<file path="src/rtl/img_row_loader_if.sv">
// Bundle between img_row_loader (slave) and its environment (master):
// start pulse, pixel-row RAM read port, and the image vector valid/ack handshake.
interface img_row_loader_if #(
  parameter int unsigned ROWS = 28,
  parameter int unsigned COLS = 28
);
  localparam int unsigned AW = $clog2(ROWS);

  logic                 start;
  logic                 ram_rd_en;
  logic [AW-1:0]        ram_addr;
  logic [COLS-1:0]      ram_dout;
  logic [ROWS*COLS-1:0] x;
  logic                 x_valid;
  logic                 x_ack;
  logic                 busy;
  logic                 done;
  logic                 overrun;

  modport master (
    output start, ram_dout, x_ack,
    input  ram_rd_en, ram_addr, x, x_valid, busy, done, overrun
  );

  modport slave (
    input  start, ram_dout, x_ack,
    output ram_rd_en, ram_addr, x, x_valid, busy, done, overrun
  );
endinterface

</file>
<file path="src/rtl/img_row_loader.sv">
// Copies a ROWS x COLS image from the pixel-row RAM into a flat vector, one row per cycle.
// Define IMG_LOADER_SHADOW_EN to stage rows and keep x stable while a new image loads.
module img_row_loader #(
  parameter int unsigned ROWS   = 28,
  parameter int unsigned COLS   = 28,
  parameter int unsigned RD_LAT = 2
) (
  input  logic            clk,
  input  logic            rst,
  img_row_loader_if.slave bus
);
  localparam int unsigned AW = $clog2(ROWS);

  localparam logic [1:0] S_IDLE  = 2'd0;
  localparam logic [1:0] S_READ  = 2'd1;
  localparam logic [1:0] S_DRAIN = 2'd2;
  localparam logic [1:0] S_HOLD  = 2'd3;

  logic [1:0]           r_state;
  logic [AW-1:0]        r_addr;
  logic [RD_LAT-1:0]    r_pv;
  logic [AW-1:0]        r_pt [RD_LAT];
  logic [ROWS*COLS-1:0] r_img;
  logic                 r_x_valid;
  logic                 r_done;
  logic                 r_overrun;

  logic [ROWS*COLS-1:0] w_img_next;
  logic                 w_rd_en;
  logic                 w_tail_clear;
  logic                 w_complete;
  logic                 w_ack;
  logic                 w_start_ok;
  logic                 w_drop;
  logic                 w_overwrite;

  assign w_rd_en    = (r_state == S_READ);
  assign w_complete = (r_state == S_DRAIN) && w_tail_clear;
  assign w_ack      = r_x_valid && bus.x_ack;
  assign w_drop     = bus.start && !w_start_ok;

`ifdef IMG_LOADER_SHADOW_EN
  logic [ROWS*COLS-1:0] r_x;

  assign w_start_ok  = bus.start && ((r_state == S_IDLE) || (r_state == S_HOLD));
  assign w_overwrite = w_complete && r_x_valid && !bus.x_ack;
  assign bus.x       = r_x;

  always_ff @(posedge clk) begin
    if (rst) begin
      r_x <= '0;
    end else if (w_complete) begin
      r_x <= w_img_next;
    end
  end
`else
  assign w_start_ok  = bus.start && (r_state == S_IDLE);
  assign w_overwrite = 1'b0;
  assign bus.x       = r_img;
`endif

  // Write the row whose tag reaches the pipeline tail together with its RAM data.
  always_comb begin
    w_img_next = r_img;
    for (int unsigned r = 0; r < ROWS; r++) begin
      if (r_pv[RD_LAT-1] && (r_pt[RD_LAT-1] == AW'(r))) begin
        w_img_next[(ROWS-r)*COLS-1 -: COLS] = bus.ram_dout;
      end
    end
  end

  // Empty after this edge once only the tail stage can still be valid.
  always_comb begin
    w_tail_clear = 1'b1;
    for (int unsigned k = 0; k + 1 < RD_LAT; k++) begin
      if (r_pv[k]) w_tail_clear = 1'b0;
    end
  end

  always_ff @(posedge clk) begin
    if (rst) begin
      r_state   <= S_IDLE;
      r_addr    <= '0;
      r_pv      <= '0;
      r_img     <= '0;
      r_x_valid <= 1'b0;
      r_done    <= 1'b0;
      r_overrun <= 1'b0;
    end else begin
      case (r_state)
        S_IDLE: if (w_start_ok) begin
          r_state <= S_READ;
          r_addr  <= '0;
        end
        S_READ: begin
          if (r_addr == AW'(ROWS - 1)) begin
            r_state <= S_DRAIN;
            r_addr  <= '0;
          end else begin
            r_addr <= r_addr + AW'(1);
          end
        end
        S_DRAIN: if (w_tail_clear) r_state <= S_HOLD;
        S_HOLD: begin
          if (w_start_ok) begin
            r_state <= S_READ;
            r_addr  <= '0;
          end else if (w_ack) begin
            r_state <= S_IDLE;
          end
        end
        default: r_state <= S_IDLE;
      endcase

      r_pv[0] <= w_rd_en;
      for (int unsigned k = 1; k < RD_LAT; k++) r_pv[k] <= r_pv[k-1];

      r_img <= w_img_next;

      if (w_complete) begin
        r_x_valid <= 1'b1;
      end else if (w_ack) begin
        r_x_valid <= 1'b0;
      end
      r_done    <= w_complete;
      r_overrun <= w_drop || w_overwrite;
    end
  end

  // Tags only matter where the matching valid bit is set, so they need no reset.
  always_ff @(posedge clk) begin
    r_pt[0] <= r_addr;
    for (int unsigned k = 1; k < RD_LAT; k++) r_pt[k] <= r_pt[k-1];
  end

  assign bus.ram_rd_en = w_rd_en;
  assign bus.ram_addr  = r_addr;
  assign bus.x_valid   = r_x_valid;
  assign bus.busy      = (r_state == S_READ) || (r_state == S_DRAIN);
  assign bus.done      = r_done;
  assign bus.overrun   = r_overrun;
endmodule

</file>
<file path="src/flat_wrapper.sv">
// flat-port wrapper written by rule: the top's interface ports become plain ports
module img_row_loader_flat 
#(
  parameter int unsigned ROWS   = 28,
  parameter int unsigned COLS   = 28,
  parameter int unsigned RD_LAT = 2
)
  (clk, rst, bus_start, bus_ram_dout, bus_x_ack, bus_ram_rd_en, bus_ram_addr, bus_x, bus_x_valid, bus_busy, bus_done, bus_overrun);
  img_row_loader_if #(.ROWS(ROWS), .COLS(COLS)) bus_i ();
  input  logic clk;
  input  logic rst;
  input wire logic [$bits(bus_i.start)-1:0] bus_start;
  input wire logic [$bits(bus_i.ram_dout)-1:0] bus_ram_dout;
  input wire logic [$bits(bus_i.x_ack)-1:0] bus_x_ack;
  output wire logic [$bits(bus_i.ram_rd_en)-1:0] bus_ram_rd_en;
  output wire logic [$bits(bus_i.ram_addr)-1:0] bus_ram_addr;
  output wire logic [$bits(bus_i.x)-1:0] bus_x;
  output wire logic [$bits(bus_i.x_valid)-1:0] bus_x_valid;
  output wire logic [$bits(bus_i.busy)-1:0] bus_busy;
  output wire logic [$bits(bus_i.done)-1:0] bus_done;
  output wire logic [$bits(bus_i.overrun)-1:0] bus_overrun;
  assign bus_i.start = bus_start;
  assign bus_i.ram_dout = bus_ram_dout;
  assign bus_i.x_ack = bus_x_ack;
  assign bus_ram_rd_en = bus_i.ram_rd_en;
  assign bus_ram_addr = bus_i.ram_addr;
  assign bus_x = bus_i.x;
  assign bus_x_valid = bus_i.x_valid;
  assign bus_busy = bus_i.busy;
  assign bus_done = bus_i.done;
  assign bus_overrun = bus_i.overrun;
  img_row_loader #(.ROWS(ROWS), .COLS(COLS), .RD_LAT(RD_LAT)) u_core (.clk(clk), .rst(rst), .bus(bus_i));
endmodule
</file>
<file path="config.mk">
export PLATFORM = sky130hd
export DESIGN_NAME = img_row_loader_flat
export DESIGN_NICKNAME = d
export VERILOG_FILES = /design/src/rtl/img_row_loader_if.sv /design/src/rtl/img_row_loader.sv /design/src/flat_wrapper.sv
export SDC_FILE = /design/constraint.sdc
export NUM_CORES = 2
export LEC_CHECK = 0
export CAP_MARGIN = 10
export CORE_AREA = 2 2 320 322
export DETAILED_ROUTE_END_ITERATION = 10
export DIE_AREA = 0 0 322 324
export GPL_TIMING_DRIVEN = 0
export PLACE_DENSITY = 0.66
export SYNTH_ARGS = -nofsm -noshare
export SYNTH_HDL_FRONTEND = slang
export SYNTH_SLANG_ARGS = --single-unit
export TNS_END_PERCENT = 50
</file>
<file path="constraint.sdc">
create_clock -name clk -period 1.81 [get_ports clk]
set_clock_uncertainty 0.2 [all_clocks]
set_input_delay 0.181 -clock clk [delete_from_list [all_inputs] [get_ports clk]]
set_output_delay 0.181 -clock clk [all_outputs]
set_load 0.02 [all_outputs]
</file>
Word-level counts from Yosys, hierarchy flattened
Memories as Yosys holds them, arrays and structs flattened.
Cells that the tools add are included.

operators by class
  $add $sub $neg = 1
  equal/unequal tests = 36
  reductions and logical operators = 41
  multiplexer cells = 12

operators with widths
  operator                                                         number
  5-bit == test, second input constant                             13
  5-bit by 4-bit == test with 1-bit output, second input constant  8
  1-bit logical AND                                                32
  5-bit by 3-bit == test with 1-bit output, second input constant  4
  5-bit by 2-bit == test with 1-bit output, second input constant  2
  2-bit 2-to-1 mux                                                 5
  5-bit 2-to-1 mux                                                 2
  5-bit case mux with 2 select lines                               1
  2-bit case mux with 4 select lines                               1
  2-bit by 1-bit != test with 1-bit output, second input constant  3
  5-bit by 1-bit adder with 5-bit output, second input constant    1
  5-bit by 1-bit == test with 1-bit output, second input constant  1
  5-bit logical NOT                                                1
  2-bit == test, second input constant                             2
  4-bit AND reduction                                              1
  2-bit nonzero test                                               2
  1-bit 2-to-1 mux                                                 3
  3-bit by 1-bit != test with 1-bit output, second input constant  1
  2-bit by 1-bit == test with 1-bit output, second input constant  1
  2-bit logical NOT                                                1
  2-bit != test, second input constant                             1
  2-bit AND reduction                                              1
  2-bit OR reduction                                               1
  1-bit logical NOT                                                1
  1-bit logical OR                                                 1

storage, ports and cells
  bits in registers = 796
  input bits = 32
  output and inout port bits = 794
  RAM bits = 10
  logic and storage cells = 125
  memories = 1

memories
  memory       words  bits a word  read ports  clocked after memory_dff  write ports  RTL line              RTL
  u_core.r_pt  2      5            2           0                         2            img_row_loader.sv:22  logic [AW-1:0] r_pt [RD_LAT];

Logic depth before layout (Yosys ltp)
  depth in word-level cells = 4
  mapped depth = 7
  mapped depth without buffers = 5

Least setup slack after synthesis
Ideal clock, no wire load.

  kind = reg2reg
  start point = register u_core.r_addr[0], in the netlist u_core.bus.ram_addr[0]
  end point = register u_core.r_state[0]
  path buffers = 0
  stages on the path, launching flop included = 5
  clock period less this slack = 1897 ps
  arrival time = 1625 ps
  data required time = 1538 ps
  path slack = -87 ps
  library setup time = 72 ps
  path through = dfxtp_1 ha_1 nand4b_1 a2111oi_2 mux2i_1

between the ends
  longest elaborated chain between the ends = 3

RTL lines
  item                                                       RTL line               RTL
  start: declaration                                         img_row_loader.sv:20   logic [AW-1:0] r_addr;
  start signal: assignment                                   img_row_loader.sv:100  r_addr <= r_addr + AW'(1);
  5-bit == test                                              img_row_loader.sv:96   if (r_addr == AW'(ROWS - 1)) begin
  2-bit by 1-bit != test with 1-bit output (no source line)  -
  4-bit AND reduction (no source line)                       -
  end signal: assignment                                     img_row_loader.sv:97   r_state <= S_DRAIN;
  end signal: assignment                                     img_row_loader.sv:103  S_DRAIN: if (w_tail_clear) r_state <= S_HOLD;
  end signal: assignment                                     img_row_loader.sv:106  r_state <= S_READ;
  end: declaration                                           img_row_loader.sv:19   logic [1:0] r_state;

No other way between the ends.
A chain may end at the register's enable or synchronous reset.

==> results.py <==
metrics = {
    "place": {
        "io_buffer_count": 796,
        "dpl.hpwl_um": 116000,
        "gp_congestion": 0.911,
    },
    "timing": {
        "fin_crit_ns": 2.01,
        "tightestPinTransition_ns": 1.56,
        "holdWs_ns": 0.128,
        "fin_setup_tns_ns": -37.70,
        "fin_ws_ns": -0.201,
        "hold_viol_final": 0,
        "slew-limit-headroom_pct": -3.78,
        "slew_violations": 11,
        "period_share_pct": 111,
        "rsz0062_at_grt": "yes",
        "fmax_ghz": 0.497,
        "finalSetupViolCount": 623,
    },
    "clock_network": {
        "cts_tree": "done",
        "path_clk_slew_ns": 0.06,
        "h-tree-depth": 3,
        "cts_buffers": 90,
        "clockBufferDepth": 3,
        "insertion_delay_ns": 0.69,
        "cts_root_buffer": "clkbuf_16",
        "clock-sinks": 806,
    },
    "routing": {
        "viasPerCell": 5.37,
        "drt_iter0_markers": 2745,
        "drtPass1Iterations": 6,
        "drtAntennaViolNets": 0,
        "wl_met1_um": 61800,
        "wl_um": 171000,
        "vias": 31374,
        "dr_wl_met3_um": 17300,
        "route.detailed.drc": 0,
        "wl_per_cell_um": 29.3,
        "met2_length_um": 82400,
        "highest_layer": "met5",
    },
    "synthesis": {
        "synth_common_cells": "806 x dfxtp_1, 455 x nand3_1, 450 x a21oi_1, 448 x o21ai_0, 370 x nand2b_1",
        "netlist_area_um2": 30900,
        "syn_avg_cell_area_um2": 9.27,
        "synthCells": 3337,
        "synth_top_area_share_pct": 52.2,
        "synth.net_count": 3375,
        "synth_area_leaders": "dfxtp_1 52%, mux2i_1 11%, nand2b_1 7.5%",
        "ys_ff_latch": 806,
        "ys_warn_count": 0,
        "yosysMostFrequentCell": "dfxtp_1",
        "synth_flop_cell": "dfxtp_1",
        "ys_seq_area_share_pct": 52.2,
        "synth_top_cell_by_area": "dfxtp_1",
        "synth-edff-count": 0,
        "synthArstFlopShare_pct": 0,
        "ys_types": 42,
    },
    "floorplan": {
        "core_um2": 101000,
        "chipHeight_um": 324,
        "dieArea_um2": 104000,
        "initial_core_util_pct": 30.6,
        "die_x_um": 322,
        "fp-row-count": 117,
        "pin_count": 826,
    },
    "cells_and_area": {
        "nets": 4494,
        "drive_above_1_share_pct": 21.4,
        "nFillCells": 9259,
        "area_growth_pct": 62.7,
    },
    "worst_setup_path": {
        "reg2reg_to": "u_core.bus.x[746]$_SDFFE_PP0P_",
        "ff2ff_setup_slack_ns": -0.18,
        "worst_path_max_delay_cell": "dlygate4sd3_1",
        "worstPathCellList": "buf_2 > dlygate4sd3_1 > nand2b_1 > buf_1 > mux2i_1",
        "cp.arrival_ns": 2.31,
        "rr_worst_depth": 6,
        "cp_max_fo": 10,
        "criticalPathCategory": "in2reg",
        "startpoint_type": "input pin",
        "crit_path_max_incr_delay_ns": 0.80,
        "timing.rr.start": "u_core.r_pt[0][5]$_DFF_P_",
        "worstPathRequired_ns": 2.11,
        "cp-end-kind": "register",
    },
    "global_routing": {
        "grt_pass1_wl_um": 226000,
        "antenna_found_initial": 8,
        "grt_max_degree": 14,
        "grt_usage_pct": 30.5,
        "grt-ovfl-total": 0,
        "grt_pass1_vias": 29657,
    },
    "hold_path": {
        "hold_end": "u_core.r_pt[0][5]$_DFF_P_",
        "hold_path_depth": 0,
        "min_from": "u_core.r_pt[0][0]$_DFF_P_",
        "holdCritPathClass": "reg2reg",
    },
    "power": {
        "power.share.clock_pct": 45.2,
        "ir_drop_mv": 0.702,
        "swShare_pct": 27.7,
        "power.density_nw_per_um2": 833,
        "seqPwrFrac_pct": 42.9,
        "p_leak_uw": 0.0266,
        "switching_power_uw": 11600,
        "p_comb_share_pct": 12.0,
        "total_power_uw": 41900,
        "intPower_uw": 30300,
    },
    "run_status": {
        "violations": "max-capacitance violations, max-slew violations, negative setup slack",
        "outcome": "complete, but fails checks",
    },
    "job": {
        "cap_violations": 1,
    },
}
cells in the final DEF, fill, tap and decap left out, drive strengths merged, types with 5 or more instances in the layout:
master         instances
a21oi                450
ha                     6
inv                    8
bufinv                 5
nor2b                  5
dlymetal6s2s         293
dlygate4sd2          481
clkinvlp               5
nand2                 15
clkdlybuf4s15          8
dlygate4sd3           48
buf                  310
mux2i                339
clkinv                18
clkbuf               420
dfxtp                806
nand2b               370
nand3                455
o21ai                448
layout make-up:
cell class | count | area (um2) | area share (%)
inverters | 2 | 10.0 | 0.0199
multi-input cells | 2124 | 14900 | 29.6
diodes | 3 | 7.51 | 0.0149
repair buffers | 1034 | 11300 | 22.5
clock inverters | 34 | 368 | 0.731
flip-flops and latches | 806 | 16200 | 32.1
clock buffers | 130 | 2620 | 5.21
plain buffers | 398 | 3280 | 6.51
well taps | 1309 | 1640 | 3.26
critical path, delay by kind of cell:
| kind | cells | cell delay (ns) |
|---|---|---|
| AND/OR/NAND/NOR | 1 | 0.25 |
| buffers and inverters | 3 | 1.71 |
| multiplexers | 1 | 0.16 |
per-layer routing:
metal  vias to the layer above  GRT usage, %
met5                         -             0
met4                         2          16.1
met3                       457          10.3
met2                      1693          52.0
met1                     15368          33.4
li1                      13854             -
metrics by stage:
stage	instances	util [%]	setup WS [ns]	instance area (um2)
2_1_floorplan	3337	-	-0.0322	30900
3_3_place_gp	5442	40.1	-2.20	40500
5_1_grt	5837	49.8	-0.217	50300
6_report	5840	49.8	-0.201	50300
4_1_cts	5734	46.3	-0.267	46800
3_5_place_dp	5448	40.2	-1.95	40600
registers in the layout (all words and copies together), names as in the netlist:
signal / cells
u_core.r_state: 2
u_core.bus.overrun: 1
u_core.r_pt: 10
u_core.bus.ram_addr: 5
u_core.bus.x: 784
u_core.r_pv: 2
u_core.bus.done: 1
u_core.bus.x_valid: 1
worst max path at each step:
stage	start	end	slack, ns	depth (start not counted)
6_report	bus_ram_dout[6]	u_core.bus.x[342]$_SDFFE_PP0P_	-0.20	5
3_3_place_gp	rst	u_core.bus.x[14]$_SDFFE_PP0P_	-2.20	5
5_1_grt	u_core.r_pt[0][7]$_DFF_P_	u_core.bus.x[770]$_SDFFE_PP0P_	-0.22	7
2_1_floorplan	u_core.r_state[1]$_SDFFE_PP0P_	u_core.bus.ram_addr[3]$_SDFFE_PP0P_	-0.03	6
4_1_cts	u_core.bus.x[140]$_SDFFE_PP0P_	bus_x[140]	-0.27	1
3_5_place_dp	rst	u_core.bus.x[14]$_SDFFE_PP0P_	-1.95	6
kinds of logic after synthesis:
logic type	synth area share [%]
buf+inv	5.86
compound gates	14.8
fa+ha+maj	0.243
mux	11.0
flops	52.2
simple gates	15.9
timing repair:
action / in CTS / in global routing
gates cloned: 41 / 23
setup buffers: 49 / 84
endpoints found under the hold margin: 228 / 54
endpoints found under the setup margin: 1581 / 1379
resized for setup: 1210 / 872
pin swaps: 174 / 157
hold buffers: 36 / 18
power by group through the flow:
stage	clock network (uW)	logic (uW)	registers, uW
6_report	18900	5030	18000
5_1_grt	19800	5150	18000
4_1_cts	19100	4380	18000
3_5_place_dp	0	3430	18300
3_3_place_gp	0	3400	18300
2_1_floorplan	0	1740	18400
No activity file was read; power rests on OpenSTA's default activity.
